File: src/rtl/csr_pkg.sv
// Shared constants for the CSR execute / trap-sequencing stage: CSR addresses,
// Zicsr funct3 encodings, mstatus bit positions and the sequencer state enum.
package csr_pkg;

  localparam int XLEN = 32;

  localparam logic [11:0] CSR_MSTATUS = 12'h300;
  localparam logic [11:0] CSR_MTVEC   = 12'h305;
  localparam logic [11:0] CSR_MEPC    = 12'h341;
  localparam logic [11:0] CSR_MCAUSE  = 12'h342;

  localparam logic [2:0] OP_RW  = 3'b001;
  localparam logic [2:0] OP_RS  = 3'b010;
  localparam logic [2:0] OP_RC  = 3'b011;
  localparam logic [2:0] OP_RWI = 3'b101;
  localparam logic [2:0] OP_RSI = 3'b110;
  localparam logic [2:0] OP_RCI = 3'b111;

  localparam int MIE_BIT  = 3;
  localparam int MPIE_BIT = 7;

  typedef enum logic [2:0] {
    IDLE    = 3'd0,
    T_EPC   = 3'd1,
    T_CAUSE = 3'd2,
    T_STAT  = 3'd3,
    M_EPC   = 3'd4,
    M_STAT  = 3'd5,
    M_DONE  = 3'd6
  } state_t;

  function automatic logic op_legal(input logic [2:0] op);
    logic ok;
    case (op)
      OP_RW, OP_RS, OP_RC, OP_RWI, OP_RSI, OP_RCI: ok = 1'b1;
      default:                                     ok = 1'b0;
    endcase
    return ok;
  endfunction

endpackage

File: src/rtl/csr_alu.sv
// Zicsr read-modify-write: new CSR value and whether the write is issued.
module csr_alu
  import csr_pkg::*;
#(
  parameter int DATA_W = XLEN
) (
  input  logic [2:0]        op,
  input  logic [DATA_W-1:0] old_val,
  input  logic [DATA_W-1:0] operand,
  input  logic              rs1_zero,
  output logic [DATA_W-1:0] new_val,
  output logic              wen
);

  // Set/clear with rs1 (or zimm) of zero must not write, so side effects are skipped.
  always_comb begin
    new_val = old_val;
    wen     = 1'b0;
    case (op)
      OP_RW, OP_RWI: begin
        new_val = operand;
        wen     = 1'b1;
      end
      OP_RS, OP_RSI: begin
        new_val = old_val | operand;
        wen     = !rs1_zero;
      end
      OP_RC, OP_RCI: begin
        new_val = old_val & ~operand;
        wen     = !rs1_zero;
      end
      default: ;
    endcase
  end

endmodule

File: src/rtl/csr_ctrl.sv
// CSR execute and trap sequencer in front of reg_file's CSR ports: Zicsr RMW
// with old-value writeback, plus ecall entry / mret return CSR sequences and redirect.
module csr_ctrl
  import csr_pkg::*;
#(
  parameter logic [31:0] MCAUSE_ECALL = 32'd11
) (
  input  logic        clk,
  input  logic        reset,
  input  logic        csr_valid_pi,
  input  logic [2:0]  csr_op_pi,
  input  logic [11:0] csr_addr_pi,
  input  logic [4:0]  rs1_idx_pi,
  input  logic [31:0] rs1_data_pi,
  input  logic [4:0]  rd_idx_pi,
  input  logic        ecall_pi,
  input  logic        mret_pi,
  input  logic [31:0] pc_pi,
  input  logic [31:0] csr_rdata_pi,
  output logic [11:0] csr_raddr_po,
  output logic        write_csr_po,
  output logic [11:0] csr_waddr_po,
  output logic [31:0] csr_wdata_po,
  output logic        rd_we_po,
  output logic [4:0]  rd_idx_po,
  output logic [31:0] rd_data_po,
  output logic        stall_po,
  output logic        redirect_po,
  output logic [31:0] redirect_pc_po
);

  localparam int DATA_W = XLEN;

  state_t state;

  logic              take_ecall_p0;
  logic              take_mret_p0;
  logic              take_csr_p0;
  logic              is_imm_p0;
  logic              is_rw_p0;
  logic [DATA_W-1:0] operand_p0;
  logic [DATA_W-1:0] alu_new_p0;
  logic              alu_wen_p0;

  logic              vld_p1;
  logic              rd_en_p1;
  logic [4:0]        rd_idx_p1;
  logic [DATA_W-1:0] rd_data_p1;
  logic              wr_en_p1;
  logic [11:0]       wr_addr_p1;
  logic [DATA_W-1:0] wr_data_p1;
  logic              redir_p1;
  logic [DATA_W-1:0] redir_pc_p1;

  logic [DATA_W-1:0] mtvec_lat;
  logic [DATA_W-1:0] mepc_lat;

  function automatic logic [DATA_W-1:0] trap_mstatus(input logic [DATA_W-1:0] s);
    logic [DATA_W-1:0] r;
    r           = s;
    r[MPIE_BIT] = s[MIE_BIT];
    r[MIE_BIT]  = 1'b0;
    return r;
  endfunction

  function automatic logic [DATA_W-1:0] mret_mstatus(input logic [DATA_W-1:0] s);
    logic [DATA_W-1:0] r;
    r           = s;
    r[MIE_BIT]  = s[MPIE_BIT];
    r[MPIE_BIT] = 1'b1;
    return r;
  endfunction

  // ---- p0: accept / decode (IDLE only; ecall > mret > csr_valid) ----
  assign take_ecall_p0 = (state == IDLE) && ecall_pi;
  assign take_mret_p0  = (state == IDLE) && !ecall_pi && mret_pi;
  assign take_csr_p0   = (state == IDLE) && !ecall_pi && !mret_pi && csr_valid_pi
                         && op_legal(csr_op_pi);

  assign is_imm_p0  = csr_op_pi[2];
  assign is_rw_p0   = (csr_op_pi == OP_RW) || (csr_op_pi == OP_RWI);
  assign operand_p0 = is_imm_p0 ? {{(DATA_W-5){1'b0}}, rs1_idx_pi} : rs1_data_pi;

  csr_alu #(.DATA_W(DATA_W)) u_alu (
    .op       (csr_op_pi),
    .old_val  (csr_rdata_pi),
    .operand  (operand_p0),
    .rs1_zero (rs1_idx_pi == 5'd0),
    .new_val  (alu_new_p0),
    .wen      (alu_wen_p0)
  );

  always_comb begin
    csr_raddr_po = '0;
    case (state)
      IDLE:    if (take_csr_p0 || (csr_valid_pi && !ecall_pi && !mret_pi))
                 csr_raddr_po = csr_addr_pi;
      T_EPC:   csr_raddr_po = CSR_MTVEC;
      T_CAUSE: csr_raddr_po = CSR_MSTATUS;
      M_EPC:   csr_raddr_po = CSR_MEPC;
      M_STAT:  csr_raddr_po = CSR_MSTATUS;
      default: csr_raddr_po = '0;
    endcase
  end

  assign stall_po = (state != IDLE) || ecall_pi || mret_pi;

  // ---- p1: registered CSR write / GPR writeback / redirect ----
  always_ff @(posedge clk or posedge reset) begin
    if (reset) begin
      state       <= IDLE;
      vld_p1      <= 1'b0;
      rd_en_p1    <= 1'b0;
      rd_idx_p1   <= '0;
      rd_data_p1  <= '0;
      wr_en_p1    <= 1'b0;
      wr_addr_p1  <= '0;
      wr_data_p1  <= '0;
      redir_p1    <= 1'b0;
      redir_pc_p1 <= '0;
    end else begin
      vld_p1   <= 1'b0;
      rd_en_p1 <= 1'b0;
      wr_en_p1 <= 1'b0;
      redir_p1 <= 1'b0;
      case (state)
        IDLE: begin
          if (take_ecall_p0) begin
            state      <= T_EPC;
            wr_en_p1   <= 1'b1;
            wr_addr_p1 <= CSR_MEPC;
            wr_data_p1 <= pc_pi & ~32'd3;
          end else if (take_mret_p0) begin
            state <= M_EPC;
          end else if (take_csr_p0) begin
            vld_p1     <= 1'b1;
            rd_en_p1   <= !(is_rw_p0 && (rd_idx_pi == 5'd0));
            rd_idx_p1  <= rd_idx_pi;
            rd_data_p1 <= csr_rdata_pi;
            wr_en_p1   <= alu_wen_p0;
            wr_addr_p1 <= csr_addr_pi;
            wr_data_p1 <= alu_new_p0;
          end
        end
        T_EPC: begin
          state      <= T_CAUSE;
          wr_en_p1   <= 1'b1;
          wr_addr_p1 <= CSR_MCAUSE;
          wr_data_p1 <= MCAUSE_ECALL;
        end
        T_CAUSE: begin
          state       <= T_STAT;
          wr_en_p1    <= 1'b1;
          wr_addr_p1  <= CSR_MSTATUS;
          wr_data_p1  <= trap_mstatus(csr_rdata_pi);
          redir_p1    <= 1'b1;
          redir_pc_p1 <= mtvec_lat & ~32'd3;
        end
        M_EPC: begin
          state <= M_STAT;
        end
        M_STAT: begin
          state       <= M_DONE;
          wr_en_p1    <= 1'b1;
          wr_addr_p1  <= CSR_MSTATUS;
          wr_data_p1  <= mret_mstatus(csr_rdata_pi);
          redir_p1    <= 1'b1;
          redir_pc_p1 <= mepc_lat;
        end
        default: state <= IDLE;
      endcase
    end
  end

  // Trap operands are plain data; they are always rewritten before use.
  always_ff @(posedge clk) begin
    if (state == T_EPC) mtvec_lat <= csr_rdata_pi;
    if (state == M_EPC) mepc_lat  <= csr_rdata_pi;
  end

  assign write_csr_po   = wr_en_p1;
  assign csr_waddr_po   = wr_addr_p1;
  assign csr_wdata_po   = wr_data_p1;
  assign rd_we_po       = vld_p1 && rd_en_p1;
  assign rd_idx_po      = rd_idx_p1;
  assign rd_data_po     = rd_data_p1;
  assign redirect_po    = redir_p1;
  assign redirect_pc_po = redir_pc_p1;

endmodule
File: config.mk
export PLATFORM = sky130hd
export DESIGN_NAME = csr_ctrl
export DESIGN_NICKNAME = d
export VERILOG_FILES = /design/src/rtl/csr_pkg.sv /design/src/rtl/csr_alu.sv /design/src/rtl/csr_ctrl.sv
export SDC_FILE = /design/constraint.sdc
export NUM_CORES = 1
export LEC_CHECK = 0
export BUFFER_PORTS_ARGS = -buffer_cell sky130_fd_sc_hd__buf_4
export CAP_MARGIN = 5
export CELL_PAD_IN_SITES_DETAIL_PLACEMENT = 0
export CELL_PAD_IN_SITES_GLOBAL_PLACEMENT = 1
export CORE_MARGIN = 4
export CORE_UTILIZATION = 35
export CTS_CLUSTER_SIZE = 28
export DETAILED_ROUTE_END_ITERATION = 10
export PLACE_DENSITY_LB_ADDON = 0.1
export SLEW_MARGIN = 10
export SYNTH_ARGS = -nofsm -noshare
export SYNTH_HDL_FRONTEND = slang
export SYNTH_SLANG_ARGS = --single-unit
File: constraint.sdc
create_clock -name clk -period 10.7 [get_ports clk]
set_input_delay 0.535 -clock clk [delete_from_list [all_inputs] [get_ports clk]]
set_output_delay 0.535 -clock clk [all_outputs]
set_load 0.03 [all_outputs]
==> impl_summary.md <==
Global routing
The overall overflow remaining after global route is 0. The pin count of the biggest net entering global routing is 67. The overall global routing resource usage is 19.87%.

The wire length of the first global-routing pass is ~41000 um. The initial antenna violation count is 0. The via count of the first global-routing pass came to about 6700.

Final layout
In the layout the commonest cells are 263 x sky130_fd_sc_hd__buf_4, 120 x sky130_fd_sc_hd__dfrtp_1, 96 x sky130_fd_sc_hd__o21ai_0, 79 x sky130_fd_sc_hd__a21oi_1, 77 x sky130_fd_sc_hd__nand2_1. The repair_antennas step left the layout with diodes totalling 0. The most common library cell in the layout ignoring fill and taps is sky130_fd_sc_hd__buf_4. The total area of multi-input combinational cells is 3313 um2.

Compared with the post-synthesis result, the final layout area differs by 31.88%. Summing all flip-flop and latch instances after layout gives 4865 um2. The total number of nets in the final design is 1137. In the final layout, the share of cells above drive strength 1 is 33.89%. After filler insertion, the fill cell instance count of the layout stands at 2309.

Power
The share of power burned in combinational logic is 49.7%. The internal power contribution is approximately 0.002 W. The switching fraction of total power is 44.80%. The reported net switching power is 0.001617 W. The maximum ir drop on the vdd rail is 0.1396 mV. The static leakage power is 4.868 nW. The clock network fraction of design power is 18.0%. Per report_power, the sequential group accounts for 32.3% of the total. For this design the ratio of total power to cell area is 322.1 nW/um2.

Synthesis
Summing the sequential cell areas from Yosys gives 57.24% of the chip area. The number of different library cells used by synthesis comes to 44. The flip-flop cell with the highest count after synthesis is sky130_fd_sc_hd__dfrtp_1.

The number of nets produced by synthesis is 916. Sorting the synthesized cells by area gives the leading types as sky130_fd_sc_hd__dfrtp_1 35%, sky130_fd_sc_hd__edfxtp_1 22%, sky130_fd_sc_hd__o21ai_0 5.7%. The async set or reset register ratio after synthesis is between 60% and 70%. The mean instance size in the synthesized netlist is around 11 um2. Yosys mapped a number of flops with a built-in enable equal to 62.

The leading area contributor after synthesis is sky130_fd_sc_hd__dfrtp_1. The area share of the leading cell type in the synthesized netlist is 35.34%. The total number of yosys warnings is 0. The synthesized design contains 182 register bits. The synthesized instance count is a little under 800. After synthesis the cells add up to approximately 8500 um2.

Detailed routing
In the routed design, unresolved DRC markers number 0. The first-pass iteration count of the detailed router is 5. The total wire length after detailed routing is 26630 um. In the final routed layout, each cell accounts on average for 19.83 um. For this block, the via count after detailed routing is 6809. The starting DRC count in detailed routing is between 300 and 400.

The count of nets left with antenna violations once routing finished came out at 0. Using the TritonRoute via totals, the vias-per-cell ratio works out to between 5 and 6.

Timing
The worst clock skew is 0.01654 ns. The final count of pins violating max slew was 0. For this run, the top clock speed supported by timing is between 200 and 300 MHz. The final critical delay including setup and external delays is 3.377 ns. The final worst-path setup slack is 7.323 ns. The remaining max-slew budget at the tightest pin is 18.92%.

At the pin with the least slew margin, the transition time is 1.212 ns. Setup repair after global routing left no endpoint under its margin. Setup violations remaining at the end of the flow were counted as 0.

The total count of hold-check failures in the final report is 0. The accumulated negative setup slack is 0 ns. The final critical path takes up 31.56% of the cycle. The smallest hold slack is roughly 0.18 ns.

Clock tree
At the later pin of the worst-skew pair, clock insertion delay measures 0.44 ns. The maximum level of the CTS H-tree is 4. The clock-pin slew reported for the worst setup and hold paths after clock tree synthesis is 0.08 ns.

The buffer depth of the longest clock path is 2. The clock buffer count from CTS is 17. After clock tree synthesis, the setup repair step added 0 buffers. Clock tree synthesis selected as its root buffer the cell sky130_fd_sc_hd__clkbuf_16.

The TritonCTS clock tree is yes. The number of instances resized during post-cts repair is 0. CTS saw 182 sinks. The number of hold-repair buffers added at the cts stage is 0.

Floorplan
The die covers 26840 um2. The number of cell rows is 56. The die boundary width is about 160 um. During I/O placement, the number of pins put on the boundary was about 260. The overall die height is 163.8 um.

The initial utilization of the core area, before any placement, comes to a little over a third. The core region is around 24000 um2.

Placed design
The worst slack at placement is 7.294 ns. The congestion estimate from routability-driven global placement came to 0.7483. The count of buffers added on input and output ports is approximately 250. Detailed placement finished with a half-perimeter wire length of 17710 um.

Run
Max-cap violations in this run came to 0.

Worst setup path
The critical path in this run is classified as flip-flop to primary output. STA classifies the critical path endpoint as a primary output. The arrival time at the worst endpoint is ~2.8 ns.

The largest fanout on the critical path is 27. In this design, the stage delay of the slowest critical-path cell is 0.87 ns. Walking the worst path, the cells encountered are clkinv_1, nor2_1, a21oi_1, buf_4. The worst setup path is launched from a flip-flop. The library cell contributing the largest single delay on the critical path is sky130_fd_sc_hd__clkinv_1. At the worst endpoint, the required time is ~10 ns.

Min path
The class of the most critical hold timing path is primary input to asynchronous set/reset pin.

Outcome
The flow ran to the end, and the final reports show no timing, DRC or antenna violations.
power by group through the flow:
stage                     logic, W  clock network (W)  registers, W
after global routing       0.00195           0.000698       0.00120
after detailed placement   0.00182                  0       0.00118
final                      0.00179           0.000651       0.00117
after CTS                  0.00182           0.000667       0.00117
after floorplan           0.000782                  0       0.00156
after global placement     0.00181                  0       0.00117
synth_stat cells (all sizes together) (20+ instances only):
cell type and instances:
clkbuf 32, dfrtp 120, edfxtp 62, mux2 41, a21oi 81, a21o 20, nor2 40, a31oi 21
buf 29, nor2b 28, o21ai 98, mux2i 31, nand2 79
metrics by stage:
step / utilization [%] / cell area [um2] / power [W] / instances
6_report: 47.32 / 11210 / 0.003610 / 1343
5_1_grt: 47.32 / 11210 / 0.003848 / 1343
4_1_cts: 47.32 / 11210 / 0.003655 / 1343
3_5_place_dp: 44.76 / 10600 / 0.002999 / 1311
3_3_place_gp: 44.76 / 10600 / 0.002984 / 1311
2_1_floorplan: - / 8498 / 0.002346 / 790
layer usage:
layer | vias to the layer above | share of wire, % | global-route usage (%)
met4 | 0 | 0.83 | 4.499
met1 | 3317 | 46 | 27.49
li1 | 3266 | - | -
met2 | 213 | 46 | 31.29
met3 | 13 | 7.2 | 5.596
met5 | - | 0 | 0
final timing paths:
| check | start | to | slack (ns) | cells past startpoint |
|---|---|---|---|---|
| min | reset | redirect_pc_po[9] | 0.18 | 2 |
| max in group asynchronous | reset | csr_wdata_po[30] | 9.30 | 3 |
| max reg2reg | state[1] | csr_waddr_po[6] | 7.54 | 6 |
| min in group clk | csr_rdata_pi[11] | mepc_lat[11] | 0.32 | 1 |
| max | state[1] | csr_raddr_po[8] | 7.32 | 4 |
| min reg2reg | mepc_lat[1] | redirect_pc_po[1] | 0.48 | 1 |
logic make-up (layout without fill, tap and decap cells):
logic type      count (synthesis)  in the layout  share of synthesized area [%]
xor+xnor                       19             19                          1.958
compound gates                247            247                          16.70
buf+inv                        73            307                          4.019
mux                            72             72                          9.084
simple gates                  197            197                          11.00
flops                         182            182                          57.24
layout make-up:
type / count / area share, %
Multi-Input combinational cell: 535 / 29.56
Clock buffer: 20 / 4.265
Inverter: 12 / 0.4466
Sequential cell: 182 / 43.41
Tap cell: 319 / 3.561
Clock inverter: 12 / 1.139
Timing Repair Buffer: 263 / 17.62
state kept, by name, indices dropped and copies added (netlist names):
name and cells:
rd_data_po 32, rd_en_p1 1, mtvec_lat 30, mepc_lat 32, rd_idx_po 5, redirect_po 1, redirect_pc_po 32, csr_wdata_po 32
vld_p1 1, state 3, csr_waddr_po 12, write_csr_po 1
critical path: cells and delay by family (launching register included):
kind	cells	cell delay [ns]
compound gates	1	0.09
buf+inv	2	1.05
flops	1	0.79
simple gates	1	0.48
Note: power is estimated with default switching activity, not from simulation.
